## src/rtl/correlator_pkg.sv

```systemverilog
// Shared types and helpers for the correlator transmit path.
package correlator_pkg;

    localparam int         FOOTER_BITS = 64;
    localparam logic [7:0] ASCII_CR    = 8'h0D;

    typedef enum logic [2:0] {IDLE, SNAP, HDR, PAY, FTR, EOL, DONE} state_t;

    function automatic logic [7:0] nibble_to_ascii(input logic [3:0] nib);
        if (nib < 4'd10)
            return 8'h30 + {4'd0, nib};
        else
            return 8'h37 + {4'd0, nib};
    endfunction

endpackage

```

## src/rtl/byte_stream_reg.sv

```systemverilog
// One-entry valid/ready output register; holds a byte stable until it is taken.
module byte_stream_reg (
    input  logic       clk,
    input  logic       reset,
    input  logic       load,
    input  logic [7:0] load_data,
    input  logic       ready,
    output logic [7:0] data,
    output logic       valid,
    output logic       can_load
);

    // Empty, or the held byte leaves this cycle.
    assign can_load = !valid || ready;

    always_ff @(posedge clk) begin
        if (reset) begin
            data  <= '0;
            valid <= 1'b0;
        end else if (load) begin
            data  <= load_data;
            valid <= 1'b1;
        end else if (valid && ready) begin
            valid <= 1'b0;
        end
    end

endmodule

```

## src/rtl/correlation_packetizer.sv

```systemverilog
// Snapshots the correlator accumulators on a trigger and streams a framed
// packet (header, payload, count/checksum footer) as raw bytes or ASCII hex.
//
// state | meaning
// IDLE  | waiting for trigger while enabled
// SNAP  | latch header/pulses, pulse clear_acc, compute checksum
// HDR   | header unit in flight
// PAY   | payload unit in flight
// FTR   | footer unit in flight
// EOL   | carriage return in flight (ASCII only)
// DONE  | one-cycle done pulse, packet counter advances
module correlation_packetizer
    import correlator_pkg::*;
#(
    parameter int PAYLOAD_BITS = 48,
    parameter int HEADER_BITS  = 64,
    parameter int BINARY       = 0
) (
    input  logic                    clk,
    input  logic                    reset,
    input  logic                    enable,
    input  logic                    trigger,
    input  logic [PAYLOAD_BITS-1:0] pulses,
    input  logic [HEADER_BITS-1:0]  header,
    output logic [7:0]              tx_data,
    output logic                    tx_valid,
    input  logic                    tx_ready,
    output logic                    clear_acc,
    output logic                    busy,
    output logic                    done
);

    localparam int FRAME_BITS = HEADER_BITS + PAYLOAD_BITS + FOOTER_BITS;
    localparam int BIN_BYTES  = FRAME_BITS / 8;
    localparam int UNIT_BITS  = (BINARY != 0) ? 8 : 4;
    localparam int UNITS      = (BINARY != 0) ? BIN_BYTES : 2 * BIN_BYTES + 1;
    localparam int HDR_END    = HEADER_BITS / UNIT_BITS;
    localparam int PAY_END    = (HEADER_BITS + PAYLOAD_BITS) / UNIT_BITS;
    localparam int FTR_END    = FRAME_BITS / UNIT_BITS;
    localparam int IDX_W      = $clog2(UNITS + 1);

    state_t                  state;
    logic [IDX_W-1:0]        idx;
    logic [HEADER_BITS-1:0]  header_q;
    logic [PAYLOAD_BITS-1:0] payload_q;
    logic [31:0]             pkt_count;
    logic [31:0]             checksum;
    logic [31:0]             checksum_next;
    logic [FRAME_BITS-1:0]   frame;
    logic [7:0]              unit_data;
    logic                    load;
    logic                    can_load;
    int                      pos;

    function automatic state_t section_of(input int u);
        if (u < HDR_END) return HDR;
        if (u < PAY_END) return PAY;
        if (u < FTR_END) return FTR;
        return EOL;
    endfunction

    always_comb begin
        checksum_next = '0;
        for (int i = 0; i < PAYLOAD_BITS / 8; i++)
            checksum_next = checksum_next + 32'(pulses[i*8 +: 8]);
    end

    // During SNAP the registers are not yet loaded, so the first unit comes
    // straight from the inputs to keep the header on the wire one cycle later.
    always_comb begin
        if (state == SNAP)
            frame = {header, pulses, pkt_count, checksum_next};
        else
            frame = {header_q, payload_q, pkt_count, checksum};
    end

    always_comb begin
        pos       = (int'(idx) < FTR_END) ? int'(idx) : 0;
        unit_data = ASCII_CR;
        if (BINARY != 0)
            unit_data = frame[FRAME_BITS - 8 - 8*pos +: 8];
        else if (int'(idx) < FTR_END)
            unit_data = nibble_to_ascii(frame[FRAME_BITS - 4 - 4*pos +: 4]);
    end

    assign load = can_load &&
                  (state == SNAP ||
                   ((state == HDR || state == PAY || state == FTR || state == EOL) &&
                    int'(idx) < UNITS));

    always_ff @(posedge clk) begin
        if (reset) begin
            state     <= IDLE;
            idx       <= '0;
            header_q  <= '0;
            payload_q <= '0;
            pkt_count <= '0;
            checksum  <= '0;
            clear_acc <= 1'b0;
            busy      <= 1'b0;
            done      <= 1'b0;
        end else begin
            clear_acc <= 1'b0;
            done      <= 1'b0;
            if (load)
                idx <= idx + IDX_W'(1);
            case (state)
                IDLE: begin
                    if (trigger && enable) begin
                        state     <= SNAP;
                        clear_acc <= 1'b1;
                        busy      <= 1'b1;
                    end
                end
                SNAP: begin
                    header_q  <= header;
                    payload_q <= pulses;
                    checksum  <= checksum_next;
                    state     <= HDR;
                end
                HDR, PAY, FTR, EOL: begin
                    if (load) begin
                        state <= section_of(int'(idx));
                    end else if (int'(idx) == UNITS && tx_valid && tx_ready) begin
                        state <= DONE;
                        done  <= 1'b1;
                        busy  <= 1'b0;
                    end
                end
                DONE: begin
                    pkt_count <= pkt_count + 32'd1;
                    idx       <= '0;
                    state     <= IDLE;
                end
                default: state <= IDLE;
            endcase
        end
    end

    byte_stream_reg u_out (
        .clk       (clk),
        .reset     (reset),
        .load      (load),
        .load_data (unit_data),
        .ready     (tx_ready),
        .data      (tx_data),
        .valid     (tx_valid),
        .can_load  (can_load)
    );

endmodule

```

## config.mk

```make
export PLATFORM = sky130hd
export DESIGN_NAME = correlation_packetizer
export DESIGN_NICKNAME = d
export VERILOG_FILES = /design/src/rtl/correlator_pkg.sv /design/src/rtl/byte_stream_reg.sv /design/src/rtl/correlation_packetizer.sv
export SDC_FILE = /design/constraint.sdc
export NUM_CORES = 1
export LEC_CHECK = 0
export CAP_MARGIN = 20
export CORE_UTILIZATION = 55
export DETAILED_ROUTE_END_ITERATION = 10
export GPL_ROUTABILITY_DRIVEN = 0
export PLACE_DENSITY = 0.8
export SLEW_MARGIN = 20
export SYNTH_ARGS = -nofsm -noshare
export SYNTH_HDL_FRONTEND = slang
export SYNTH_SLANG_ARGS = --single-unit
export TNS_END_PERCENT = 20
```

## constraint.sdc

```tcl
create_clock -name clk -period 6.51 [get_ports clk]
set_clock_uncertainty 0.15 [all_clocks]
set_input_delay 1.302 -clock clk [delete_from_list [all_inputs] [get_ports clk]]
set_output_delay 1.302 -clock clk [all_outputs]
set_load 0.01 [all_outputs]
```

==> results.ini <==
[outcome]
status=complete, no violations

[critical_path]
crit_arrival_ns=6.42
r2r-end=u_out.data[4]
required_ns=6.68
crit_start=pulses[4]
r2r_slack_ns=2.08
cp-start-kind=input port
endpoint=u_out.data[4]
reg2reg_depth=11
critPathMaxFanout=3
crit_path_end_kind=flip-flop
critical_path_class=in -> reg
reg2reg_from=idx[1]

[timing]
max_freq_mhz=160.2
final.setup.worst_slack_ns=0.2659
max_slew_margin_pct=27.01
finalSetupViolCount=0
finalSetupTns_ns=0
hold_viol_final=0
finalCritPeriodShare_pct=95.91
worst_slew_pin_slew_ns=1.095
rsz0062_at_grt=no
finalMaxSlewViolations=0
period_minus_slack_ns=6.244
holdWs_ns=0.2991

[floorplan]
io_pins=129
die-area_sq_um=18450
coreArea_sq_um=17420
initial_core_util_pct=56.57
die_x_microns=135.8
die_h_microns=135.8
rows=48

[clock_tree]
cts_max_level=4
cts_buffers=17
postCtsSetupBuffers=0
clk_pin_slew_worst_paths_ns=0.07
clock_path_buffers=2
cts_hold_buf=0
cts-root-buf=clkbuf_16
cts_tree=done
cts.sinks=175
clock_latency_ns=0.44
cts_resized=0

[logic_synthesis]
syn-num-nets=1322
post-synth-top-count-cell=dfxtp_1
synth-main-ff-cell=dfxtp_1
synth.distinct_cells=76
synthCells=1159
yosys.area.top_type=dfxtp_1
yosys_warnings=0
netlist_top_cells_area=dfxtp_1, mux2i_1, fa_1, nand2_1, nor2_1
syn_area_sq_um=9852
seq_area_frac_synth_pct=35.56
ys_seq_elements=175
yosys.area.top_type_share_pct=35.56
synthArstFlopShare_pct=0
synth_edf_count=0
synth_common_cells=dfxtp_1, nand2_1, nor2_1
syn_area_per_cell_sq_um=8.500

[drt]
ant_nets=0
vias=8658
first_pass_iters=5
drtIter0Drc=679
wl_per_cell_microns=17.45
viasPerCell=5.815
drc=0
wl_mm=25.99

[power]
p_comb_share_pct=42.2
pwr-share-clk_pct=25.2
p_int_mw=2.453
power_mw=3.968
swShare_pct=38.18
power_density_nw_per_um2=338.7
seqPwrFrac_pct=32.6
peakVddDrop_mv=0.2226
leakagePower_nw=4.585
switchingPower_mw=1.515

[placement]
port_buffers=127
dp_cells=1457
dpl-instance-area_sq_um=11140
dp_hpwl_mm=18.10
place_ws_ns=-0.05744

[grt]
grt_pass1_vias=8274
overflow=0
grt_pass1_wl_mm=41.69
grt_max_degree=107
antenna_found_initial=0
track_usage_pct=28.99

[worst_hold_path]
holdPathStages=2
hp-class=reg -> reg

[cells_and_area]
fin_nets=1414
post-route-cell-area_sq_um=11710
post-route-util_pct=67.26
insertedDiodeCount=0
area_delta_synth_final_pct=18.90
drive_above_1_share_pct=6.962
stdcell_count=1489

[run]
maxCapViolCount=0

power groups by stage:
stage	Sequential, mW	Combinational, mW	Clock [mW]
after floorplan	1.29	1.23	0
after CTS	1.29	1.65	1.01
after global placement	1.31	1.60	0
after global routing	1.31	1.84	1.05
final	1.29	1.67	1.00
after detailed placement	1.32	1.63	0
critical path, cell delays in order:
cell and delay, ns:
clkdlybuf4s50_1 0.50, inv_1 0.08, fa_1 0.57, inv_1 0.07
fa_1 0.53, inv_1 0.06, fa_1 0.55, inv_1 0.05
ha_1 0.29, buf_4 0.15, o21ai_0 0.27, o21ai_0 0.16
a21oi_1 0.16, nor3_1 0.09, o311a_1 0.36, o21ai_1 0.13
and3_1 0.20, inv_2 0.05, ha_1 0.22, o31a_1 0.33
a211o_1 0.29
layout by cell type (no fill, tap or decap), types with 4 or more instances in the layout:
cell / Yosys / layout
fa_1: 32 / 32
a31oi_1: 8 / 8
or3_1: 11 / 11
nand4_1: 8 / 8
o221ai_1: 6 / 6
inv_6: 0 / 6
o21ai_0: 34 / 34
mux2i_1: 92 / 92
clkdlybuf4s50_1: 0 / 126
o31ai_1: 4 / 4
mux2_2: 4 / 4
xor2_1: 25 / 25
mux4_2: 13 / 13
ha_1: 14 / 14
buf_4: 11 / 20
clkbuf_16: 0 / 17
xnor2_1: 7 / 7
o211ai_1: 5 / 5
o22ai_1: 10 / 10
and2_1: 9 / 9
dfxtp_1: 175 / 175
a211oi_1: 7 / 7
nor3_1: 17 / 17
clkbuf_8: 0 / 4
inv_1: 82 / 82
nand2b_1: 5 / 5
a21oi_1: 88 / 88
nand2_1: 151 / 151
nand3_1: 38 / 38
and3_1: 15 / 15
nor2_1: 149 / 149
sequential cells by signal, summed over array words and instances, names as in the netlist:
| signal | count |
|---|---|
| u_out.valid | 1 |
| payload_q | 48 |
| checksum | 11 |
| pkt_count | 32 |
| u_out.data | 7 |
| clear_acc | 1 |
| busy | 1 |
| state | 3 |
| done | 1 |
| header_q | 64 |
| idx | 6 |
cell families (layout without fill, tap and decap cells):
group	count (synthesis)	in the layout	share of synthesized area, %
buffers and inverters	159	264	7.722
adder cells (fa/ha/maj)	46	46	8.280
XOR/XNOR	32	32	2.845
AND/OR/NAND/NOR	431	431	19.60
flip-flops	175	175	35.56
AO/OA/AOI/OAI	206	206	13.18
multiplexers	109	109	12.78
other	1	1	0.03806
layout make-up:
class	instances	area [sq um]
multi-input combinational	825	5604
clock inverter	11	93.84
timing repair buffer	147	1431
fill	1397	5703
clock buffer	21	480.5
sequential	175	3503
inverter	85	319.1
tap	225	281.5
metal layers:
metal	routed length (microns)	vias to the layer above	track usage, %	share of wire [%]
li1	-	4149	-	-
met1	11210	4093	38.08	43
met2	12060	357	46.91	46
met3	2102	59	6.189	8.1
met4	607	0	10.30	2.3
met5	0	-	0	0
worst min path at each step:
stage / start / endpoint / slack, ns
floorplan: header_q[0] / header_q[0] / 0.28
global placement: header_q[0] / header_q[0] / 0.29
detailed placement: payload_q[28] / payload_q[28] / 0.29
CTS: payload_q[28] / payload_q[28] / 0.30
global route: header_q[50] / header_q[50] / 0.32
finish: payload_q[28] / payload_q[28] / 0.30
No activity file was read; power rests on OpenSTA's default activity.
